## src/rtl/instruction_fetch_pkg.sv

```systemverilog
// Shared pipeline definitions for the in-order RISC-V core.
//   fetch_state_t : fetch stage FSM states (RUN, DRAIN, FAULT)
//   NOP_INSTR     : bubble encoding, addi x0,x0,0
//   INSTR_BYTES   : size of one instruction word in bytes
//   pc_legal()    : word-aligned and fully inside instruction memory; also used
//                   by EX to check branch/jump targets early.
package instruction_fetch_pkg;

  typedef enum logic [1:0] {
    RUN   = 2'd0,
    DRAIN = 2'd1,
    FAULT = 2'd2
  } fetch_state_t;

  localparam logic [31:0] NOP_INSTR   = 32'h0000_0013;
  localparam int unsigned INSTR_BYTES = 4;

  // An aligned PC never overflows on +3, so the 64-bit compare is exact.
  function automatic logic pc_legal(input logic [63:0] pc, input logic [63:0] mem_size);
    return (pc[1:0] == 2'b00) && ((pc + 64'd3) <= (mem_size - 64'd1));
  endfunction

endpackage

```

## src/rtl/instruction_fetch.sv

```systemverilog
// Instruction fetch stage: owns the PC, reads the combinational big-endian
// instruction memory and fills the IF/ID pipeline register.
// Ports:
//   clk          : clock, rising edge
//   reset        : asynchronous active-low reset
//   imem_addr    : byte address to instruction memory (current PC)
//   imem_instr   : instruction word for imem_addr (combinational)
//   stall        : hold PC and IF/ID (hazard unit)
//   redirect     : taken branch/jump from EX
//   redirect_pc  : redirect target
//   if_id_pc     : PC of the instruction held in IF/ID
//   if_id_instr  : instruction held in IF/ID
//   if_id_valid  : IF/ID holds a real instruction
//   halted       : fetch is draining (end of program)
//   fault        : illegal redirect target taken; sticky until reset
//   fetch_count  : valid instructions delivered to IF/ID, wraps mod 2^32
module instruction_fetch
  import instruction_fetch_pkg::*;
#(
  parameter logic [63:0] RESET_PC = 64'h0,
  parameter logic [63:0] MEM_SIZE = 64'd4095
) (
  input  logic        clk,
  input  logic        reset,
  output logic [63:0] imem_addr,
  input  logic [31:0] imem_instr,
  input  logic        stall,
  input  logic        redirect,
  input  logic [63:0] redirect_pc,
  output logic [63:0] if_id_pc,
  output logic [31:0] if_id_instr,
  output logic        if_id_valid,
  output logic        halted,
  output logic        fault,
  output logic [31:0] fetch_count
);

  fetch_state_t state_q, state_d;
  logic [63:0]  pc_q, pc_d;
  logic [63:0]  if_pc_q, if_pc_d;
  logic [31:0]  if_instr_q, if_instr_d;
  logic         if_valid_q, if_valid_d;
  logic [31:0]  count_q, count_d;

  always_ff @(posedge clk or negedge reset) begin
    if (!reset) begin
      state_q    <= RUN;
      pc_q       <= RESET_PC;
      if_pc_q    <= 64'h0;
      if_instr_q <= NOP_INSTR;
      if_valid_q <= 1'b0;
      count_q    <= 32'h0;
    end else begin
      state_q    <= state_d;
      pc_q       <= pc_d;
      if_pc_q    <= if_pc_d;
      if_instr_q <= if_instr_d;
      if_valid_q <= if_valid_d;
      count_q    <= count_d;
    end
  end

  always_comb begin
    state_d    = state_q;
    pc_d       = pc_q;
    if_pc_d    = if_pc_q;
    if_instr_d = if_instr_q;
    if_valid_d = if_valid_q;
    count_d    = count_q;

    case (state_q)
      RUN: begin
        if (redirect) begin
          // Redirect overrides stall: the wrong-path word is squashed.
          if_instr_d = NOP_INSTR;
          if_valid_d = 1'b0;
          if (pc_legal(redirect_pc, MEM_SIZE)) begin
            pc_d = redirect_pc;
          end else begin
            state_d = FAULT;
          end
        end else if (!stall) begin
          // A zero word marks unfilled memory, i.e. the end of the program.
          if (!pc_legal(pc_q, MEM_SIZE) || (imem_instr == 32'h0)) begin
            state_d    = DRAIN;
            if_instr_d = NOP_INSTR;
            if_valid_d = 1'b0;
          end else begin
            if_pc_d    = pc_q;
            if_instr_d = imem_instr;
            if_valid_d = 1'b1;
            pc_d       = pc_q + 64'(INSTR_BYTES);
            count_d    = count_q + 32'd1;
          end
        end
      end
      DRAIN: begin
        // Drain may be a wrong-path artefact, so a legal redirect recovers.
        if_instr_d = NOP_INSTR;
        if_valid_d = 1'b0;
        if (redirect) begin
          if (pc_legal(redirect_pc, MEM_SIZE)) begin
            state_d = RUN;
            pc_d    = redirect_pc;
          end else begin
            state_d = FAULT;
          end
        end
      end
      default: begin
        // FAULT (and the unused encoding) absorb until reset.
        state_d    = FAULT;
        if_instr_d = NOP_INSTR;
        if_valid_d = 1'b0;
      end
    endcase
  end

  assign imem_addr   = pc_q;
  assign if_id_pc    = if_pc_q;
  assign if_id_instr = if_instr_q;
  assign if_id_valid = if_valid_q;
  assign fetch_count = count_q;
  assign halted      = (state_q == DRAIN);
  assign fault       = (state_q == FAULT);

endmodule

```

## config.mk

```make
export PLATFORM = sky130hd
export DESIGN_NAME = instruction_fetch
export DESIGN_NICKNAME = d
export VERILOG_FILES = /design/src/rtl/instruction_fetch_pkg.sv /design/src/rtl/instruction_fetch.sv
export SDC_FILE = /design/constraint.sdc
export NUM_CORES = 1
export LEC_CHECK = 0
export BUFFER_PORTS_ARGS = -buffer_cell sky130_fd_sc_hd__buf_4
export CORE_ASPECT_RATIO = 0.7
export CORE_MARGIN = 1.5
export CORE_UTILIZATION = 40
export CTS_CLUSTER_SIZE = 30
export DETAILED_ROUTE_END_ITERATION = 8
export MAX_ROUTING_LAYER = met4
export PLACE_DENSITY = 0.68
export SYNTH_ARGS = -nofsm -noshare
export SYNTH_HDL_FRONTEND = slang
export SYNTH_SLANG_ARGS = --single-unit
```

## constraint.sdc

```tcl
create_clock -name clk -period 4.4 [get_ports clk]
set_input_delay 0.44 -clock clk [delete_from_list [all_inputs] [get_ports clk]]
set_output_delay 0.44 -clock clk [all_outputs]
set_load 0.005 [all_outputs]
```

==> results of run 1 <==
[routing by layer]
layer	global-route usage, %	part of all wire [%]
met3	7.300	12
met1	46.88	47
met5	-	0
met4	5.507	1.5
met2	37.65	39
[kinds of logic (layout without fill, tap and decap cells)]
group	count (synthesis)	count (layout)	share of synthesized area (%)
xor+xnor	75	75	5.684
compound gates	225	225	14.65
mux	22	22	2.068
simple gates	614	614	30.67
buf+inv	95	431	3.909
flops	195	195	42.26
fa+ha+maj	7	7	0.7579
[flip-flops by register name, summed over array words and instances, names as in the netlist]
signal,flops
state_q,2
if_id_pc,64
if_id_valid,1
if_id_instr,32
imem_addr,64
fetch_count,32
[report_power, final]
part	internal [mW]	switching [mW]	leakage (nW)
Combinational	0.260	0.303	4.07
Sequential	1.84	0.125	2.62
Clock	0.843	0.850	0.310
[what timing repair did]
item	4_1_cts	5_1_grt
endpoints found under the hold margin	0	0
pin swaps	0	2
setup endpoints to repair	1	17
resized for setup	1	6
buffers inserted	0	5
[layout make-up]
| cell class | instances | area (µm²) |
|---|---|---|
| clock inverters | 15 | 217.7 |
| fillers | 2631 | 12870 |
| repair buffers | 368 | 2831 |
| flip-flops and latches | 195 | 4887 |
| inverters | 31 | 116.4 |
| well taps | 371 | 464.2 |
| clock buffers | 17 | 425.4 |
| multi-input cells | 943 | 6260 |
[worst max-delay path: stages (launching register included)]
cell and delay [ps]:
dfrtp_1 350, inv_1 50, ha_1 270, nand2b_1 270
nor4_1 680, nand3b_1 340, o31ai_2 340, and3_1 230
or3b_1 360, or3_1 400, buf_4 260, nor4_1 370
xor2_1 230
[through the flow]
step           utilization, %  setup WS (ps)  hold WS, ps  cells
2_1_floorplan               -          786.1        144.4   1233
3_3_place_gp            51.61          106.8        450.9   1903
3_5_place_dp            51.61          59.40        458.6   1903
4_1_cts                 53.92          101.4        196.2   1935
5_1_grt                 54.14         0.7012        207.3   1940
6_report                54.14          171.2        162.6   1940
[cells in the mapped netlist (all sizes together), types with 28 or more instances]
cell   number
o21ai      28
nor3       57
nand2      91
a22o       29
o21a       57
nand3      56
nand4      83
nor2b      58
xnor2      34
nor4       63
dfrtp     192
inv        31
buf        38
and3       35
nor2       85
xor2       41
[final timing paths]
kind,from,to,slack (ps),cells after the start
worst min register to register,fetch_count[31]$_DFFE_PN0P_,fetch_count[31]$_DFFE_PN0P_,470,1
worst max register to register,imem_addr[0]$_DFFE_PN0P_,fetch_count[28]$_DFFE_PN0P_,170,12
max in group asynchronous,reset,imem_addr[2]$_DFFE_PN0P_,3260,2
worst min-delay path,reset,if_id_pc[61]$_DFFE_PN0P_,160,1
worst max-delay path,imem_addr[0]$_DFFE_PN0P_,fetch_count[28]$_DFFE_PN0P_,170,12
min in group clk,imem_instr[21],if_id_instr[21]$_DFFE_PN0P_,220,2
[cell usage in the layout, fill, tap and decap left out, types with 5 or more instances in the layout]
master / count
o21ai_0: 25
a211oi_1: 12
a21oi_1: 13
xnor2_1: 34
inv_1: 31
buf_4: 362
xor2_1: 40
nor3_1: 56
nor4_1: 52
and4_1: 17
nor4_4: 7
mux2_2: 11
or4_1: 5
nor2b_1: 58
nand4_1: 79
ha_1: 7
and3_1: 35
buf_12: 5
o211ai_1: 7
clkbuf_16: 17
clkinv_8: 5
and2_1: 11
nand3_1: 55
o21a_1: 57
a31o_2: 5
a31oi_1: 16
dfrtp_1: 189
nor2_1: 84
a22o_1: 29
or3_1: 16
mux2i_1: 7
o31ai_1: 7
nand4b_1: 6
nand3b_1: 5
nand2_1: 91
==> impl_metrics.py, run 1 <==
metrics = {
    "detailed_routing": {
        "drc": 0,
        "via_per_inst": 6.109,
        "vias": 11852,
        "first_pass_iters": 6,
        "wirelength_um": 43680,
        "wl_per_cell_um": 22.52,
        "antenna_left": 0,
        "drtIter0Drc": 1411,
    },
    "synth": {
        "synthesis.instances": 1233,
        "yosysSeqAreaShare_pct": 42.26,
        "yosys_register_bits": 195,
        "ys_types": 82,
        "synth_top_cell_by_area": "dfrtp_1",
        "synth_area_leaders": "dfrtp_1, nand4_1, o21a_1, nor2b_1, xor2_1",
        "postSynth.asyncResetShare_pct": 100.0,
        "syn_avg_cell_area_um2": 9.372,
        "synth_ff_type": "dfrtp_1",
        "synth_edf_count": 0,
        "synth_top_area_share_pct": 41.58,
        "yosysWarnings": 0,
        "synth_nets": 1340,
        "syn_area_um2": 11560,
    },
    "global_route": {
        "grt_pass1_vias": 10937,
        "antenna_found_initial": 0,
        "grt_pass1_wl_um": 66560,
        "grt_usage_pct": 29.75,
        "grt_overflow": 0,
        "grt_max_degree": 127,
    },
    "clock_tree": {
        "cts_made_buffers": 17,
        "insertion_delay_ps": 450,
        "clockBufferDepth": 2,
        "cts_max_level": 4,
        "cts_root_buf": "clkbuf_16",
        "cts.sinks": 195,
        "postCtsHoldBufs": 0,
        "clk_pin_slew_worst_paths_ps": 90,
        "cts_tree": "yes",
    },
    "layout": {
        "area_growth_pct": 31.55,
        "fin_area_um2": 15200,
        "layout-drive-gt1-share_pct": 29.00,
        "nNetsFinal": 1663,
        "insertedDiodeCount": 0,
    },
    "power": {
        "power_mw": 4.222,
        "power.density_nw_per_um2": 277.7,
        "leakage_nw": 7.000,
        "vdd_drop_max_uv": 289.9,
    },
    "setup_path": {
        "crit_arrival_ps": 4590,
        "startpoint_type": "flip-flop",
        "critical_path_class": "flip-flop to flip-flop",
        "cp_max_fo": 23,
        "required_ps": 4760,
        "cp-end-kind": "flip-flop",
    },
    "timing": {
        "hold_viol": 0,
        "worst_pin_slew_ps": 955.8,
        "setup-tns-final_ps": 0,
        "fin_worst_skew_ps": 15.87,
        "fmax_mhz": 236.5,
        "slew_headroom_pct": 34.63,
        "final-setup-viol-count": 0,
        "finalCritPeriodShare_pct": 96.11,
        "slew_violations": 0,
        "period_minus_slack_ps": 4229,
        "rsz0062_at_grt": "false",
    },
    "die": {
        "initial_core_util_pct": 41.16,
        "pin_count": 295,
        "die_width_um": 206.2,
        "num_rows": 51,
        "coreArea_um2": 28080,
        "dieArea_um2": 29940,
        "die_y_um": 145.2,
    },
    "place": {
        "post_dp_cell_area_um2": 14490,
        "place.gp.congestion": 1.015,
        "port-buffer-count": 294,
        "dpl.hpwl_um": 33770,
    },
    "hold_path": {
        "hp-class": "input port to asynchronous set/reset pin",
    },
    "outcome": {
        "status": "complete, no violations",
    },
    "flow_run": {
        "drv_cap": 0,
    },
}
Power figures use the tool's default switching activity.
==> run 2, diff against run 1 <==
- PLACE_DENSITY: 0.68 -> 0.7
- clock period: 4.4 -> 3.7 ns (I/O delays scaled with it)
==> run 2 against run 1 <==
Effect of this change:
- design area grew 9.4%
- flip-flop and latch count did not move
- total power increased by 21%
- clock skew down 1.9 ps
- first-iteration DRC count grew 0.28%
- register-to-register slack got worse by 130 ps
- global-route usage grew 1.1 points
- utilization is 5.1 points higher
- clock-buffer cell count stayed put
==> impl_metrics.py, run 2 (same netlist as run 1, synthesis figures left out) <==
metrics = {
    "outcome": {
        "status": "complete, no violations",
    },
    "global_route": {
        "grt_usage_pct": 30.89,
        "grt_pass1_wl_um": 69410,
        "grt_overflow": 0,
        "antenna_found_initial": 0,
        "grt_max_degree": 115,
        "grt_pass1_vias": 11740,
    },
    "timing": {
        "worst_pin_slew_ps": 921.0,
        "slew_violations": 0,
        "final-setup-viol-count": 0,
        "hold_viol": 0,
        "finalCritPeriodShare_pct": 98.75,
        "setup-tns-final_ps": 0,
        "fin_worst_skew_ps": 13.94,
        "fmax_mhz": 273.7,
        "fin_hold_ws_ps": 40.83,
        "slew_headroom_pct": 38.60,
        "period_minus_slack_ps": 3654,
    },
    "detailed_routing": {
        "via_per_inst": 5.987,
        "first_pass_iters": 5,
        "vias": 12501,
        "drtIter0Drc": 1415,
        "drc": 0,
        "wirelength_um": 45920,
        "antenna_left": 0,
        "wl_per_cell_um": 21.99,
    },
    "place": {
        "placed_cells": 2035,
        "dpl.hpwl_um": 35430,
        "port-buffer-count": 294,
        "place.gp.congestion": 1.014,
    },
    "layout": {
        "layout-drive-gt1-share_pct": 37.22,
        "insertedDiodeCount": 0,
        "nNetsFinal": 1811,
        "fillers": 2439,
        "stdcell_count": 2088,
        "layout_commonest_cell": "buf_4",
        "area_growth_pct": 43.95,
        "mostFrequentLayoutCells": "buf_4, dfrtp_1, nand2_1, nor2_1, nand4_1",
    },
    "setup_path": {
        "cp-end-kind": "flip-flop",
        "critical_path_class": "flip-flop to flip-flop",
        "crit_arrival_ps": 4030,
        "startpoint_type": "flip-flop",
        "cp_max_fo": 23,
        "required_ps": 4070,
        "reg2reg_depth": 15,
    },
    "clock_tree": {
        "cts.sinks": 195,
        "postCtsHoldBufs": 0,
        "cts_max_level": 4,
        "insertion_delay_ps": 450,
        "cts_root_buf": "clkbuf_16",
        "cts_made_buffers": 17,
        "clockBufferDepth": 2,
        "cts_tree": "yes",
        "clk_pin_slew_worst_paths_ps": 90,
    },
    "die": {
        "coreArea_um2": 28080,
        "num_rows": 51,
        "die_y_um": 145.2,
        "dieArea_um2": 29940,
        "pin_count": 295,
        "initial_core_util_pct": 41.16,
        "die_width_um": 206.2,
    },
    "flow_run": {
        "drv_cap": 0,
    },
    "power": {
        "power.density_nw_per_um2": 306.7,
        "vdd_drop_max_uv": 257.8,
        "leakage_nw": 7.831,
    },
    "hold_path": {
        "hp-class": "input port to asynchronous set/reset pin",
    },
}
[run 2: cell count changes in the layout (fill, tap and decap cells not counted), moves of 4 or more]
cell,before,now
buf_4,362,501
nor4_1,52,42
dfrtp_1,189,183
dfrtp_2,3,9
nor4_2,4,9
nor4_4,7,12
buf_6,0,4
nand3_1,55,51
nand3_2,1,5
o21ai_0,25,21
[run 2: per-layer routing]
metal	wire (µm)	up-vias	global-route usage, %
met2	18660	763	41.11
met1	21320	6122	46.83
li1	-	5572	-
met3	5310	44	8.243
met5	0	-	-
met4	629	0	5.000
[run 2: worst max-delay path, cell delays in order (launching register included)]
cell and delay, ps:
dfrtp_2 440, inv_1 60, ha_2 200, nand2b_4 150, buf_4 150, nor4_4 260, buf_4 210, nand3_2 90
xor2_2 230, nand4_1 130, nor4b_2 350, nand4_1 210, or3_4 420, buf_12 170, nor4_4 310, xor2_1 180
[run 2: power breakdown]
group | internal (mW) | total, mW | switching [mW]
registers | 2.19 | 2.29 | 0.0924
clock network | 0.950 | 1.99 | 1.04
logic | 0.380 | 0.824 | 0.444
[run 2: final timing paths]
path	from	endpoint	slack (ps)
worst max-delay path	imem_addr[0]$_DFFE_PN0P_	fetch_count[22]$_DFFE_PN0P_	50
worst min-delay path	reset	if_id_pc[26]$_DFFE_PN0P_	40
worst max register to register	imem_addr[0]$_DFFE_PN0P_	fetch_count[22]$_DFFE_PN0P_	50
worst min register to register	if_id_instr[0]$_DFFE_PN1P_	if_id_instr[0]$_DFFE_PN1P_	460
max in group asynchronous	reset	imem_addr[40]$_DFFE_PN0P_	2710
min in group clk	imem_instr[17]	if_id_instr[17]$_DFFE_PN0P_	150
[run 2: timing repair]
item                       CTS  global route
buffers inserted             3            14
cloned                       1             3
gates resized for setup     14            48
pin swaps                    5            25
setup endpoints to repair   63           187
[run 2: final cells by class]
type,count,area (µm²),share of cell area (%)
timing repair buffer,516,4050,24.35
inverter,31,116.4,0.6995
tap,371,464.2,2.791
clock inverter,15,210.2,1.264
multi-input combinational,943,6474,38.92
sequential,195,4895,29.42
clock buffer,17,425.4,2.557
[run 2: per-stage QoR]
stage	power [mW]	utilization, %	worst slack [ps]	area [µm²]
2_1_floorplan	2.599	-	86.12	11560
3_3_place_gp	3.102	55.18	-320.7	15490
3_5_place_dp	3.104	55.18	-233.5	15490
4_1_cts	5.100	57.88	2.826	16250
5_1_grt	5.294	59.25	-33.88	16630
6_report	5.102	59.25	46.19	16630
